===== src/rtl/controle_tempo_jogada_pkg.sv =====
// Shared definitions for the per-turn timer: state encoding and the
// debug code shown on the hexa7seg display.
package controle_tempo_jogada_pkg;

    typedef enum logic [1:0] {
        OCIOSO   = 2'd0,
        CONTANDO = 2'd1,
        ALERTA   = 2'd2,
        ESGOTADO = 2'd3
    } estado_t;

    // Debug nibble is the state code zero-extended, so unidade_controle
    // can decode it with the same table.
    function automatic logic [3:0] codigo_db(input estado_t estado);
        return {2'b00, estado};
    endfunction

endpackage


===== src/rtl/controle_tempo_jogada_contador_prescaler.sv =====
// Divides clock down to a one-second tick. The tick is asserted during
// the last prescaler cycle so the FSM sees it on the same edge as the wrap.
module contador_prescaler #(
    parameter int CICLOS_SEG = 50000000
) (
    input  logic clock,
    input  logic reset,
    input  logic zera,
    input  logic conta,
    output logic tick
);

    localparam int W = $clog2(CICLOS_SEG + 1);

    logic [W-1:0] cnt_q;

    assign tick = conta && (cnt_q == W'(CICLOS_SEG - 1));

    // Prescaler counter: clear has priority over counting, wraps on tick.
    always_ff @(posedge clock or posedge reset) begin
        if (reset) begin
            cnt_q <= '0;
        end else if (zera) begin
            cnt_q <= '0;
        end else if (conta) begin
            if (tick) cnt_q <= '0;
            else      cnt_q <= cnt_q + 1'b1;
        end
    end

endmodule


===== src/rtl/controle_tempo_jogada.sv =====
// Per-turn countdown timer for the tic-tac-toe controller.
//
//   state    | meaning
//   ---------+---------------------------------------------------
//   OCIOSO   | idle, waiting for iniciar_vez; seg frozen
//   CONTANDO | counting whole seconds, above the warning level
//   ALERTA   | counting, at or below the warning level
//   ESGOTADO | time ran out; one-cycle tempo_esgotado, then OCIOSO
module controle_tempo_jogada
    import controle_tempo_jogada_pkg::*;
#(
    parameter int CICLOS_SEG   = 50000000,
    parameter int TEMPO_VEZ    = 30,
    parameter int TEMPO_ALERTA = 5,
    parameter int LARGURA_SEG  = 6
) (
    input  logic                   clock,
    input  logic                   reset,
    input  logic                   iniciar_vez,
    input  logic                   jogada_feita,
    input  logic                   pausar,
    input  logic                   cancelar,
    output logic                   contando,
    output logic                   alerta,
    output logic                   tempo_esgotado,
    output logic [LARGURA_SEG-1:0] segundos_restantes,
    output logic [3:0]             db_estado
);

    localparam logic [LARGURA_SEG-1:0] SEG_INI    = LARGURA_SEG'(TEMPO_VEZ);
    localparam logic [LARGURA_SEG-1:0] SEG_ALERTA = LARGURA_SEG'(TEMPO_ALERTA);
    // A turn shorter than the warning window starts directly in ALERTA.
    localparam bit      ALERTA_INI = (TEMPO_ALERTA != 0) && (TEMPO_VEZ <= TEMPO_ALERTA);
    localparam estado_t ESTADO_INI = ALERTA_INI ? ALERTA : CONTANDO;

    estado_t                estado_q;
    logic [LARGURA_SEG-1:0] seg_q;
    logic [LARGURA_SEG-1:0] seg_menos_d;
    logic                   contando_q;
    logic                   alerta_q;
    logic                   esgotado_q;
    logic                   ativo;
    logic                   tick;

    assign ativo       = (estado_q == CONTANDO) || (estado_q == ALERTA);
    // Saturating decrement: the seconds counter never wraps below zero.
    assign seg_menos_d = (seg_q == '0) ? '0 : seg_q - 1'b1;

    contador_prescaler #(
        .CICLOS_SEG(CICLOS_SEG)
    ) u_prescaler (
        .clock (clock),
        .reset (reset),
        .zera  (cancelar || jogada_feita || iniciar_vez),
        .conta (ativo && !pausar),
        .tick  (tick)
    );

    // Turn FSM, seconds register and registered status flags.
    // Priority: cancelar > jogada_feita > iniciar_vez > tick.
    always_ff @(posedge clock or posedge reset) begin
        if (reset) begin
            estado_q   <= OCIOSO;
            seg_q      <= SEG_INI;
            contando_q <= 1'b0;
            alerta_q   <= 1'b0;
            esgotado_q <= 1'b0;
        end else begin
            esgotado_q <= 1'b0;
            if (cancelar) begin
                estado_q   <= OCIOSO;
                seg_q      <= SEG_INI;
                contando_q <= 1'b0;
                alerta_q   <= 1'b0;
            end else begin
                case (estado_q)
                    OCIOSO: begin
                        if (iniciar_vez) begin
                            estado_q   <= ESTADO_INI;
                            seg_q      <= SEG_INI;
                            contando_q <= !pausar;
                            alerta_q   <= ALERTA_INI;
                        end
                    end
                    CONTANDO, ALERTA: begin
                        if (jogada_feita) begin
                            estado_q   <= OCIOSO;
                            contando_q <= 1'b0;
                            alerta_q   <= 1'b0;
                        end else if (iniciar_vez) begin
                            estado_q   <= ESTADO_INI;
                            seg_q      <= SEG_INI;
                            contando_q <= !pausar;
                            alerta_q   <= ALERTA_INI;
                        end else begin
                            contando_q <= !pausar;
                            if (tick) begin
                                seg_q <= seg_menos_d;
                                if (seg_menos_d == '0) begin
                                    estado_q   <= ESGOTADO;
                                    esgotado_q <= 1'b1;
                                    contando_q <= 1'b0;
                                    alerta_q   <= 1'b0;
                                end else if (estado_q == CONTANDO && seg_menos_d == SEG_ALERTA) begin
                                    estado_q <= ALERTA;
                                    alerta_q <= 1'b1;
                                end
                            end
                        end
                    end
                    ESGOTADO: begin
                        estado_q   <= OCIOSO;
                        contando_q <= 1'b0;
                        alerta_q   <= 1'b0;
                    end
                    default: begin
                        estado_q   <= OCIOSO;
                        contando_q <= 1'b0;
                        alerta_q   <= 1'b0;
                    end
                endcase
            end
        end
    end

    assign contando           = contando_q;
    assign alerta             = alerta_q;
    assign tempo_esgotado     = esgotado_q;
    assign segundos_restantes = seg_q;
    assign db_estado          = codigo_db(estado_q);

endmodule


===== config.mk =====
export PLATFORM = sky130hd
export DESIGN_NAME = controle_tempo_jogada
export DESIGN_NICKNAME = d
export VERILOG_FILES = /design/src/rtl/controle_tempo_jogada_pkg.sv /design/src/rtl/controle_tempo_jogada_contador_prescaler.sv /design/src/rtl/controle_tempo_jogada.sv
export SDC_FILE = /design/constraint.sdc
export NUM_CORES = 1
export LEC_CHECK = 0
export ABC_CLOCK_PERIOD_IN_PS = 2700
export CORE_UTILIZATION = 60
export CTS_BUF_LIST = sky130_fd_sc_hd__clkbuf_2
export DETAILED_ROUTE_END_ITERATION = 16
export PLACE_DENSITY = 0.83
export SLEW_MARGIN = 20
export SYNTH_ARGS = -nofsm -noshare
export SYNTH_HDL_FRONTEND = slang
export SYNTH_SLANG_ARGS = --single-unit

===== constraint.sdc =====
create_clock -name clock -period 2.7 [get_ports clock]
set_input_delay 0.405 -clock clock [delete_from_list [all_inputs] [get_ports clock]]
set_output_delay 0.405 -clock clock [all_outputs]
set_load 0.02 [all_outputs]

After elaboration in Yosys (flattened, before gate mapping)
Cells that the tools add are included.
{"block": "op_classes", "n_mux": 39, "n_addsub": 2, "n_eq_ne": 10, "reduce_logical": 15}
{"cell": "26-bit two-way mux", "count": 3}
{"cell": "6-bit two-way mux", "count": 6}
{"cell": "26-bit by 1-bit adder with 26-bit output, second input constant", "count": 1}
{"cell": "26-bit == test, second input constant", "count": 1}
{"cell": "1-bit two-way mux", "count": 19}
{"cell": "2-bit two-way mux", "count": 7}
{"cell": "6-bit zero test", "count": 2}
{"cell": "6-bit case mux with 2 select lines", "count": 1}
{"cell": "6-bit by 3-bit == test with 1-bit output, second input constant", "count": 1}
{"cell": "3-bit != test, second input constant", "count": 2}
{"cell": "6-bit != test, second input constant", "count": 1}
{"cell": "1-bit case mux with 3 select lines", "count": 2}
{"cell": "2-bit case mux with 3 select lines", "count": 1}
{"cell": "6-bit by 1-bit subtractor with 6-bit output, second input constant", "count": 1}
{"cell": "5-bit != test, second input constant", "count": 1}
{"cell": "2-bit == test, second input constant", "count": 2}
{"cell": "4-bit != test, second input constant", "count": 1}
{"cell": "4-bit AND reduction", "count": 1}
{"cell": "1-bit logical AND", "count": 3}
{"cell": "1-bit logical OR", "count": 3}
{"cell": "3-bit AND reduction", "count": 1}
{"cell": "3-bit nonzero test", "count": 1}
{"cell": "2-bit by 1-bit == test with 1-bit output, second input constant", "count": 1}
{"cell": "2-bit zero test", "count": 1}
{"cell": "3 further kinds", "count": 3}
{"block": "word_totals", "inputBits": 6, "ff_bits": 37, "output_inout_bits": 13}

Depth between registers and ports, before layout
Gate-level depths: netlist of run 1.
{"block": "logic_depth", "ltp_word": 11, "depth_mapped": 9}

By module
From an unflattened synthesis of run 1, not the netlist that was laid out.
{"block": "hier_totals", "hier_cells": 250, "area_unflattened_um2": 2243.4}
{"mod": "contador_prescaler", "cells_each": 151, "n_inst": 1, "seq_area_each_um2": 650.6, "area_each_um2": 1390.1}
{"mod": "controle_tempo_jogada", "cells_each": 99, "n_inst": 1, "seq_area_each_um2": 280.3, "area_each_um2": 853.3}

Worst setup path before layout of run 1
Ideal clock, no wire load.
{"block": "synth_timing", "path_kind": "reg-to-reg", "from": "register estado_q[0]", "to": "register estado_q[0]", "stages_incl_launch_ff": 9, "required_time_ns": 2.575, "setup_slack_ns": 0.492, "arrival_ns": 2.083, "path_buffers": 1, "period_less_slack_ns": 2.208, "path_cell_list": "dfrtp_1 > inv_1 > ha_1 > or3b_1 > buf_6 > nor2_4 > o31ai_2 > nand4_1 > mux2_2"}
{"block": "synth_between", "elab_chain_len": 6, "word_cells_on_any_way": 15}
{"element": "start: declaration", "line": "controle_tempo_jogada.sv:36", "rtl": "estado_t estado_q;"}
{"element": "start signal: assignment", "line": "controle_tempo_jogada.sv:63", "rtl": "estado_q <= OCIOSO;"}
{"element": "start signal: assignment", "line": "controle_tempo_jogada.sv:71", "rtl": "estado_q <= OCIOSO;"}
{"element": "start signal: assignment", "line": "controle_tempo_jogada.sv:79", "rtl": "estado_q <= ESTADO_INI;"}
{"element": "2-bit by 1-bit == test with 1-bit output / 2-bit == test (equally long branches)", "line": "controle_tempo_jogada.sv:45, controle_tempo_jogada.sv:76, controle_tempo_jogada.sv:104"}
{"element": "1-bit logical OR", "line": "controle_tempo_jogada.sv:45", "rtl": "assign ativo = (estado_q == CONTANDO) || (estado_q == ALERTA);"}
{"element": "1-bit logical AND", "line": "controle_tempo_jogada.sv:55", "rtl": ".conta (ativo && !pausar),"}
{"element": "1-bit logical AND", "line": "controle_tempo_jogada_contador_prescaler.sv:17", "rtl": "assign tick = conta && (cnt_q == W'(CICLOS_SEG - 1));"}
{"element": "5-bit != test (no source line)"}
{"element": "3-bit AND reduction (no source line)"}
Several ways; a longest one is shown, not always the timed one.
A chain may end at the register's enable or synchronous reset.

Worst setup path in the final report of run 1
{"block": "layout_timing", "from": "register estado_q[0]", "to": "register u_prescaler.cnt_q[23]"}
{"block": "layout_between", "elab_chain_len": 7, "word_cells_on_any_way": 9}
{"element": "2-bit by 1-bit == test with 1-bit output / 2-bit == test (equally long branches)", "line": "controle_tempo_jogada.sv:45"}
{"element": "1-bit logical OR *", "line": "controle_tempo_jogada.sv:45"}
{"element": "1-bit logical AND *", "line": "controle_tempo_jogada.sv:55"}
{"element": "1-bit logical AND", "line": "controle_tempo_jogada_contador_prescaler.sv:17"}
{"element": "26-bit two-way mux", "line": "controle_tempo_jogada_contador_prescaler.sv:26", "rtl": "if (tick) cnt_q <= '0;"}
{"element": "26-bit two-way mux", "line": "controle_tempo_jogada_contador_prescaler.sv:25", "rtl": "end else if (conta) begin"}
{"element": "26-bit two-way mux", "line": "controle_tempo_jogada_contador_prescaler.sv:23", "rtl": "end else if (zera) begin"}
{"element": "end signal: assignment", "line": "controle_tempo_jogada_contador_prescaler.sv:27", "rtl": "else cnt_q <= cnt_q + 1'b1;"}
{"element": "end: declaration", "line": "controle_tempo_jogada_contador_prescaler.sv:15", "rtl": "logic [W-1:0] cnt_q;"}
Every way passes the cells marked *; elsewhere a longest branch is shown, timed or not. The select of a mux whose other input is x is not followed.

==> results.md, run 1 <==
- Synthesis handed over a netlist of 257 instances.
- For the final routed database, the setup TNS stands at 0 ns.
- The share of layout cells above drive strength 1 is 0.162.
- The detailed placer's ending HPWL is 3520 um.
- No sink is reached through more buffers than the 2 on the longest clock path.
- Yosys mapped a number of flops with a built-in enable equal to 0.
- The floorplan has 22 rows.
- The total track usage is 0.266.
- The antenna diode instance count is 0.
- The share of the core filled with cells is 0.703.
- The max-capacitance violation count is 0.
- The family of cells with the greatest summed delay on the critical path is compound AO/OA/AOI/OAI gates.
- Pin placement for this block handled 19 I/O pins.
- The worst endpoint data arrival time is 2.64 ns.
- The number of vias in the routed layout is 1952.
- Setup repair after global routing left no endpoint under its margin.
- The placer's final routability congestion estimate is 0.875.
- After clock tree synthesis, the clock-pin slew on the worst setup and hold paths is 0.19 ns.
- The number of clock buffers inserted by TritonCTS is 5.
- The flow ran to the end, and the final reports show no timing, DRC or antenna violations.
- The master cell of the clock root buffer is clkbuf_2.
- The number of setup violations in the final report is 0.
- After clock tree synthesis, the flow added hold-fix buffers numbering 0.
- The worst-case IR drop observed on VDD is 0.274 mV.
- The biggest fanout along the worst timing path is 15.
- After synthesis the netlist holds a flip-flop and latch count of 37.
- The slowest stage of the critical path is the dfrtp_1 cell.
- The H-tree was split into 2 levels.
- STA classifies the critical path endpoint as a flip-flop.
- TritonCTS built the clock tree.
- The total of warnings raised by yosys is 0.
- After global routing, the most crowded layer is met2.
- Once routing completed, OpenROAD measured the worst setup slack at 0.335 ns.
- The category of the worst setup path launch point is a flip-flop.
- The count of port buffers added during placement is 16.
- For this design, the sink count on the clock tree is 37.
- The proportion of synthesized chip area in sequential cells is 0.384.
- The die covers 4300 um^2.
- The number of design rule violations left after detail routing is 0.
- For this run, global-route usage on met2 was measured as 0.438.
- In this run the static leakage power is 1.09 nW.
- For the worst setup path, the data required time is 2.98 ns.
- The first routing iteration left 247 violations.
- The chip width is 65.6 um.
- The most common flop cell mapped by yosys is dfrtp_1.
- Dividing total power by cell area gives a power density of 471 nW/um^2.
- Relative to the synthesized area, the layout overhead comes to 9.45%.
- The height of the die is 65.6 um.
- The via count of the first global-routing pass is 1900.
- The number of buffers inserted by post-CTS setup repair is 0.
- The share of the clock period used by the worst path is 0.876.
- The max-slew violation total from the final report came to 0.
- The leftover overflow at the end of global routing is 0.
- The worst slew margin relative to its limit is 0.649.
- The first detailed-routing pass took 4 iterations.
- Counting flops with an async set or reset pin after synthesis yields a share of 1.00.
- After detailed routing, the number of vias per cell comes to 6.01.
- For this run, global-route usage on met1 was measured as 0.340.
- The post-CTS resize count is 0.
- The delay of the slowest cell on the worst path is 0.47 ns.
- At the end of the flow, the number of nets in the layout was 289.
- After synthesis the cells add up to 2420 um^2.
- The wire length per cell after detailed routing is 15.0 um.
- For met3 alone, demand over resource in global routing was 0.0590.
- The design draws 1.25 mW.
- The worst hold path belongs to the class primary input to async pin.
- The average size of a mapped cell is 9.43 um^2.
- The signal on the critical path passes through inv_1, ha_1, and4bb_2, nand4_2, o311a_4, and3_1, a221o_1.
- Counting both buffers and inverters, the worst setup path holds a total of 1.
- At the pin with the least slew margin, the transition time is 0.526 ns.
- For this block, the routed nets add up to 4880 um of wire.
- The starting utilization of the core area is 0.643.
- The post-synthesis cell type count is 64.
- The first-pass GRT wire length is 8590 um.
- Subtracting the final worst setup slack from the clock period gives 2.36 ns.
- For the worst-skew pair, the clock arrives at the later sink with an insertion delay of 0.40 ns.
- Entering global routing, the biggest net connects 38 pins.
- The placeable core region is 3770 um^2.
- The number of antenna violations at the first check in global routing came to 0.
- Timing analysis after detailed placement gives a worst setup slack of 0.235 ns.
- The timing-limited maximum frequency is 0.423 GHz.
- The total count of hold-check failures in the final report came to 0.
- The setup clock skew after layout is 0.0329 ns.
- The critical path is of the flip-flop to flip-flop type.
- The post-detailed-route count of antenna-violating nets is 0.
-- flip-flops by register name (all words and copies together), names as in the netlist --
signal / cells
u_prescaler.cnt_q: 26
tempo_esgotado: 1
segundos_restantes: 6
contando: 1
estado_q: 2
alerta: 1
-- per-layer routing --
| metal | wire length (um) | part of all wire |
|---|---|---|
| met4 | 71 | 0.015 |
| met3 | 165 | 0.034 |
| met1 | 2270 | 0.46 |
| met2 | 2370 | 0.49 |
| met5 | 0 | 0 |
-- synth_stat cells (2+ instances only) --
cell       number  share of area
a21o_1          3         0.0093
a21oi_1         8          0.017
a22o_1          2         0.0072
a31oi_1         9          0.023
and3_1          3         0.0077
and3_2          2         0.0062
and4_2          2         0.0083
buf_4           3         0.0093
buf_6           3          0.014
clkbuf_1        3         0.0046
dfrtp_1        33           0.34
dfstp_2         4          0.043
ha_1            7          0.036
inv_1           9          0.014
mux2_2          3          0.014
mux2_4          2          0.012
nand2_1        18          0.028
nand2b_1        5          0.013
nand3_1         5          0.010
nand3_2         2         0.0083
nand4_1         8          0.021
nand4_2         2          0.010
nor2_1         36          0.056
nor2b_1         3         0.0077
nor3_1         13          0.027
nor4_1          2         0.0052
nor4_4          3          0.026
nor4b_1         2         0.0072
o2111ai_1       2         0.0072
o21ai_0         5          0.010
o2bb2ai_1       3          0.011
or3_1           4          0.010
xnor2_1        10          0.036
xor2_1          8          0.029
-- path summary, 6_finish.rpt --
path | start | end | slack, ns | cells past startpoint
worst max-delay path | estado_q[0]$_DFFE_PP0P_ | u_prescaler.cnt_q[23]$_DFFE_PP0P_ | 0.34 | 7
worst min-delay path | reset | segundos_restantes[0]$_DFFE_PP0P_ | 0.39 | 3
worst max register to register | estado_q[0]$_DFFE_PP0P_ | u_prescaler.cnt_q[23]$_DFFE_PP0P_ | 0.34 | 7
worst min register to register | u_prescaler.cnt_q[25]$_DFFE_PP0P_ | u_prescaler.cnt_q[25]$_DFFE_PP0P_ | 0.50 | 1
max in group asynchronous | reset | u_prescaler.cnt_q[1]$_DFFE_PP0P_ | 1.95 | 3
min in group clock | u_prescaler.cnt_q[25]$_DFFE_PP0P_ | u_prescaler.cnt_q[25]$_DFFE_PP0P_ | 0.50 | 1
-- cell usage in the layout (no fill, tap or decap), types with 7 or more instances in the layout --
cell	synthesis	routed
a21oi_1	8	8
a31oi_1	9	9
clkbuf_2	0	8
clkdlybuf4s50_1	0	16
dfrtp_1	33	33
ha_1	7	7
inv_1	9	9
nand2_1	18	18
nand4_1	8	8
nor2_1	36	36
nor3_1	13	13
xnor2_1	10	10
xor2_1	8	8
-- worst reg2reg max path: cells and delay by family, from the launching register on --
family          cells  cell delay, ns
simple gates        3            0.61
flops               1            0.47
buf+inv             1            0.09
compound gates      2            0.69
fa+ha+maj           1            0.38
-- final cells by class --
class | count | area (um^2)
Multi-Input combinational cell | 202 | 1390
Fill cell | 295 | 1120
Sequential cell | 37 | 931
Timing Repair Buffer | 21 | 198
Tap cell | 48 | 60.1
Clock buffer | 8 | 40.0
Inverter | 9 | 33.8
-- cells by family (layout without fill, tap and decap cells) --
| family | count (synthesis) | in the layout | synth area share |
|---|---|---|---|
| flip-flops | 37 | 37 | 0.384 |
| AO/OA/AOI/OAI | 48 | 48 | 0.148 |
| AND/OR/NAND/NOR | 121 | 121 | 0.291 |
| other | 1 | 2 | 0.00155 |
| multiplexers | 6 | 6 | 0.0305 |
| adder cells (fa/ha/maj) | 7 | 7 | 0.0361 |
| XOR/XNOR | 18 | 18 | 0.0650 |
| buffers and inverters | 19 | 38 | 0.0439 |
-- through the flow --
stage / hold slack, ns / instances / area [um^2]
global route: 0.435 / 325 / 2650
global placement: 0.459 / 317 / 2610
detailed placement: 0.480 / 317 / 2610
finish: 0.388 / 325 / 2650
CTS: 0.403 / 325 / 2650
floorplan: 0.443 / 258 / 2430
-- power by group --
group	switching, mW	internal (mW)
registers	0.0381	0.583
clock network	0.177	0.0763
logic	0.208	0.167
total	0.423	0.826
Note: power is estimated with default switching activity, not from simulation.
==> run 2, diff against run 1 <==
- ABC_CLOCK_PERIOD_IN_PS: 2700 -> 1890
- CELL_PAD_IN_SITES_DETAIL_PLACEMENT: not set -> 2
- CELL_PAD_IN_SITES_GLOBAL_PLACEMENT: not set -> 2
- CORE_UTILIZATION: 60 -> 35
- PLACE_DENSITY: 0.83 -> 0.8
- clock period: 2.7 -> 1.89 ns (I/O delays scaled with it)
==> run 2 against run 1 <==
Against the previous run:
- the run now ends with setup timing left
- total power rose by 89%
- clock power grew 67%
- fmax increased by 2.0%
- sequential power rose by 40%
- sequential cell count unchanged
- largest power group is now combinational logic
==> results.md, run 2 (same netlist as run 1, synthesis figures left out) <==
- The layout-stage area growth over the synthesis result is 43.0% (was 9.45%).
- The worst setup slack after placement is -0.378 ns (was 0.235 ns).
- The required time reported for the critical path endpoint is 2.29 ns (was 2.98 ns).
- The number of setup violations in the final report is 36 (was 0).
- The share of the clock period used by the worst path is 1.23 (was 0.876).
- The height of the die was 85.2 um (was 65.6 um).
- The count of port buffers added during placement came to 16 (unchanged).
- The worst-case vdd ir drop is 0.386 mV (was 0.274 mV).
- The category of the worst setup path launch point is a flip-flop (unchanged).
- The total track usage is 0.307 (was 0.266).
- The clock insertion delay at the later pin of the skew report is 0.46 ns (was 0.40 ns).
- The most flop-heavy register is u_prescaler.cnt_q (unchanged).
- The area of the die came to 7260 um^2 (was 4300 um^2).
- The category of the critical setup timing path is flip-flop to flip-flop (unchanged).
- The register clock-pin slew on the reported worst setup and hold paths is 0.25 ns (was 0.19 ns).
- The number of vias in the routed layout is 2530 (was 1952).
- The final net count is 359 (was 289).
- The pin count of the biggest net entering global routing is 38 (unchanged).
- The post-detailed-route count of antenna-violating nets is 0 (unchanged).
- The delay of the slowest cell on the worst path is 0.45 ns (was 0.47 ns).
- The total count of hold-check failures in the final report came to 0 (unchanged).
- Commonest cells after routing, fill and taps aside: buf_4, nor2_1, dfrtp_1 (was nor2_1, dfrtp_1, nand2_1).
- The final period demand of the worst path is 2.32 ns (was 2.36 ns).
- The biggest fanout along the worst timing path was 4 (was 15).
- The cell depth of the worst setup path came to 9 (was 7).
- The detailed placer's ending HPWL is 6610 um (was 3520 um).
- The checks that failed: setup timing.
- The H-tree level count is 2 (unchanged).
- The total detailed-routing wirelength was 11900 um (was 4880 um).
- The worst path buffer plus inverter count is 3 (was 1).
- Unrepaired setup endpoints after global routing: yes (was no).
- The number of clock buffers inserted by TritonCTS is 5 (unchanged).
- The family of cells with the greatest summed delay on the critical path is simple AND/OR/NAND/NOR gates (was compound AO/OA/AOI/OAI gates).
- The starting utilization of the core area is 0.371 (was 0.643).
- The timing-limited maximum frequency came to 0.431 GHz (was 0.423 GHz).
- The number of antenna violations at the first check in global routing is 0 (unchanged).
- The master cell of the clock root buffer is clkbuf_2 (unchanged).
- The net switching power is 0.946 mW (was 0.423 mW).
- The placeable core region is 6530 um^2 (was 3770 um^2).
- Run status: complete, but fails checks (was complete, no violations).
- The number of iterations in the first detailed-routing pass was 4 (unchanged).
- The placer's final routability congestion estimate is 0.770 (was 0.875).
- The count of routing violations after the opening detailed-route iteration is 132 (was 247).
- The chip width is 85.2 um (was 65.6 um).
- The flip-flop count of the largest register after layout is 26 (unchanged).
- The number of placement rows is 29 (was 22).
- The share of layout cells above drive strength 1 came to 0.412 (was 0.162).
- Critical path cell sequence: inv_2, ha_4, and4bb_2, nand4_4, buf_6, o31ai_4, nand4_1, buf_4, mux2i_2 (was inv_1, ha_1, and4bb_2, nand4_2, o311a_4, and3_1, a221o_1).
- The power after layout is 2.36 mW (was 1.25 mW).
- The clock sink total is 37 (unchanged).
- The number of design rule violations left after detail routing came to 0 (unchanged).
- The antenna diode instance count was 0 (unchanged).
- The sequential cell area in the final layout came to 935 um^2 (was 931 um^2).
- The wire length per cell after detailed routing is 28.0 um (was 15.0 um).
- The count of hold-fix buffers inserted at cts is 0 (unchanged).
- The part of the total power dissipated in combinational logic is 0.453 (was 0.300).
- The leftover overflow at the end of global routing is 0 (unchanged).
- The share of the core filled with cells was 0.531 (was 0.703).
- The power per unit of standard cell area was 682 nW/um^2 (was 471 nW/um^2).
- The via count of the first global-routing pass is 2792 (was 1900).
- The highest-delay cell along the critical path is dfrtp_2 (was dfrtp_1).
- The switching share of total power was 0.400 (was 0.339).
- The max-capacitance violation count came to 0 (unchanged).
- The most common cell after layout, fill and taps aside is buf_4 (was nor2_1).
- The number of fill cells in the layout is 652 (was 295).
- The number of placed I/O pins came to 19 (unchanged).
- The setup clock skew after layout is 0.0428 ns (was 0.0329 ns).
- The area taken by multi-input logic gates is 1590 um^2 (was 1390 um^2).
- The clock tree from TritonCTS is done (unchanged).
- The worst reg2reg path endpoint is alerta$_DFFE_PP0P_ (was u_prescaler.cnt_q[23]$_DFFE_PP0P_).
- The type of destination of the critical path was a flip-flop (unchanged).
- The type of the most critical hold path is primary input to async pin (unchanged).
- The slack of the worst reg-to-reg path is -0.43 ns (was 0.34 ns).
- The cell-internal power is 1.42 mW (was 0.826 mW).
- The post-route worst setup slack came to -0.429 ns (was 0.335 ns).
- The sequential fraction of design power is 0.368 (was 0.497).
- The maximum clock insertion buffer count is 2 (unchanged).
- The number of cell instances on the worst register-to-register path is 9 (was 7).
- The standby leakage power was 1.52 nW (was 1.09 nW).
- The max-slew violation total from the final report is 0 (unchanged).
- The power share of the clock group came to 0.179 (was 0.203).
- The worst endpoint data arrival time is 2.72 ns (was 2.64 ns).
- The launching point of the worst reg2reg path was estado_q[0]$_DFFE_PP0P_ (unchanged).
- The number of vias per cell is 5.97 (was 6.01).
- The first-pass GRT wire length is 16400 um (was 8590 um).
[run 2: per-layer routing]
metal / global-route usage / up-vias / share of wire
li1: - / 1108 / -
met1: 0.368 / 1299 / 0.40
met2: 0.543 / 86 / 0.51
met3: 0.0545 / 37 / 0.039
met4: 0.123 / 0 / 0.046
met5: 0 / - / 0
[run 2: metrics by stage]
stage / cells / TNS, ns / hold slack, ns / cell area [um^2]
final: 424 / -11.78 / 0.174 / 3470
after global routing: 424 / -12.80 / 0.171 / 3470
after CTS: 422 / -5.20 / 0.164 / 3300
after detailed placement: 406 / -8.35 / 0.524 / 3160
after global placement: 406 / -5.80 / 0.484 / 3160
after floorplan: 258 / -1.32 / 0.356 / 2470
[run 2: area by class of cell]
| cell class | count | area share |
|---|---|---|
| Clock inverter | 1 | 0.00108 |
| Timing Repair Buffer | 91 | 0.224 |
| Inverter | 9 | 0.00975 |
| Sequential cell | 37 | 0.270 |
| Multi-Input combinational cell | 202 | 0.458 |
| Clock buffer | 7 | 0.0101 |
| Tap cell | 77 | 0.0278 |
[run 2: worst register-to-register path, delay by kind of cell (launching register included)]
family / cells / cell delay, ns
AND/OR/NAND/NOR: 3 / 0.65
buffers and inverters: 3 / 0.46
flip-flops: 1 / 0.45
adder cells (fa/ha/maj): 1 / 0.29
multiplexers: 1 / 0.21
AO/OA/AOI/OAI: 1 / 0.19
[run 2: repair_timing]
| item | 4_1_cts | 5_1_grt |
|---|---|---|
| buffers inserted | 8 | 2 |
| endpoints found under the setup margin | 41 | 41 |
| cloned | 0 | 0 |
| pin swaps | 6 | 10 |
| resized for setup | 16 | 34 |
[run 2: power groups by stage]
stage / sequential [mW] / clock [mW] / combinational, mW
global placement: 0.872 / 0 / 0.804
global route: 0.873 / 0.462 / 1.10
floorplan: 0.923 / 0 / 0.407
detailed placement: 0.879 / 0 / 0.844
CTS: 0.864 / 0.411 / 0.871
finish: 0.869 / 0.423 / 1.07
[run 2: how the worst max path moves through the flow]
stage	to	from	slack, ns
after CTS	segundos_restantes[0]$_DFFE_PP0P_	estado_q[0]$_DFFE_PP0P_	-0.26
after global placement	estado_q[0]$_DFFE_PP0P_	iniciar_vez	-0.27
after global routing	alerta$_DFFE_PP0P_	estado_q[0]$_DFFE_PP0P_	-0.50
after floorplan	estado_q[0]$_DFFE_PP0P_	estado_q[0]$_DFFE_PP0P_	-0.19
final	alerta$_DFFE_PP0P_	estado_q[0]$_DFFE_PP0P_	-0.43
after detailed placement	segundos_restantes[0]$_DFFE_PP0P_	jogada_feita	-0.38
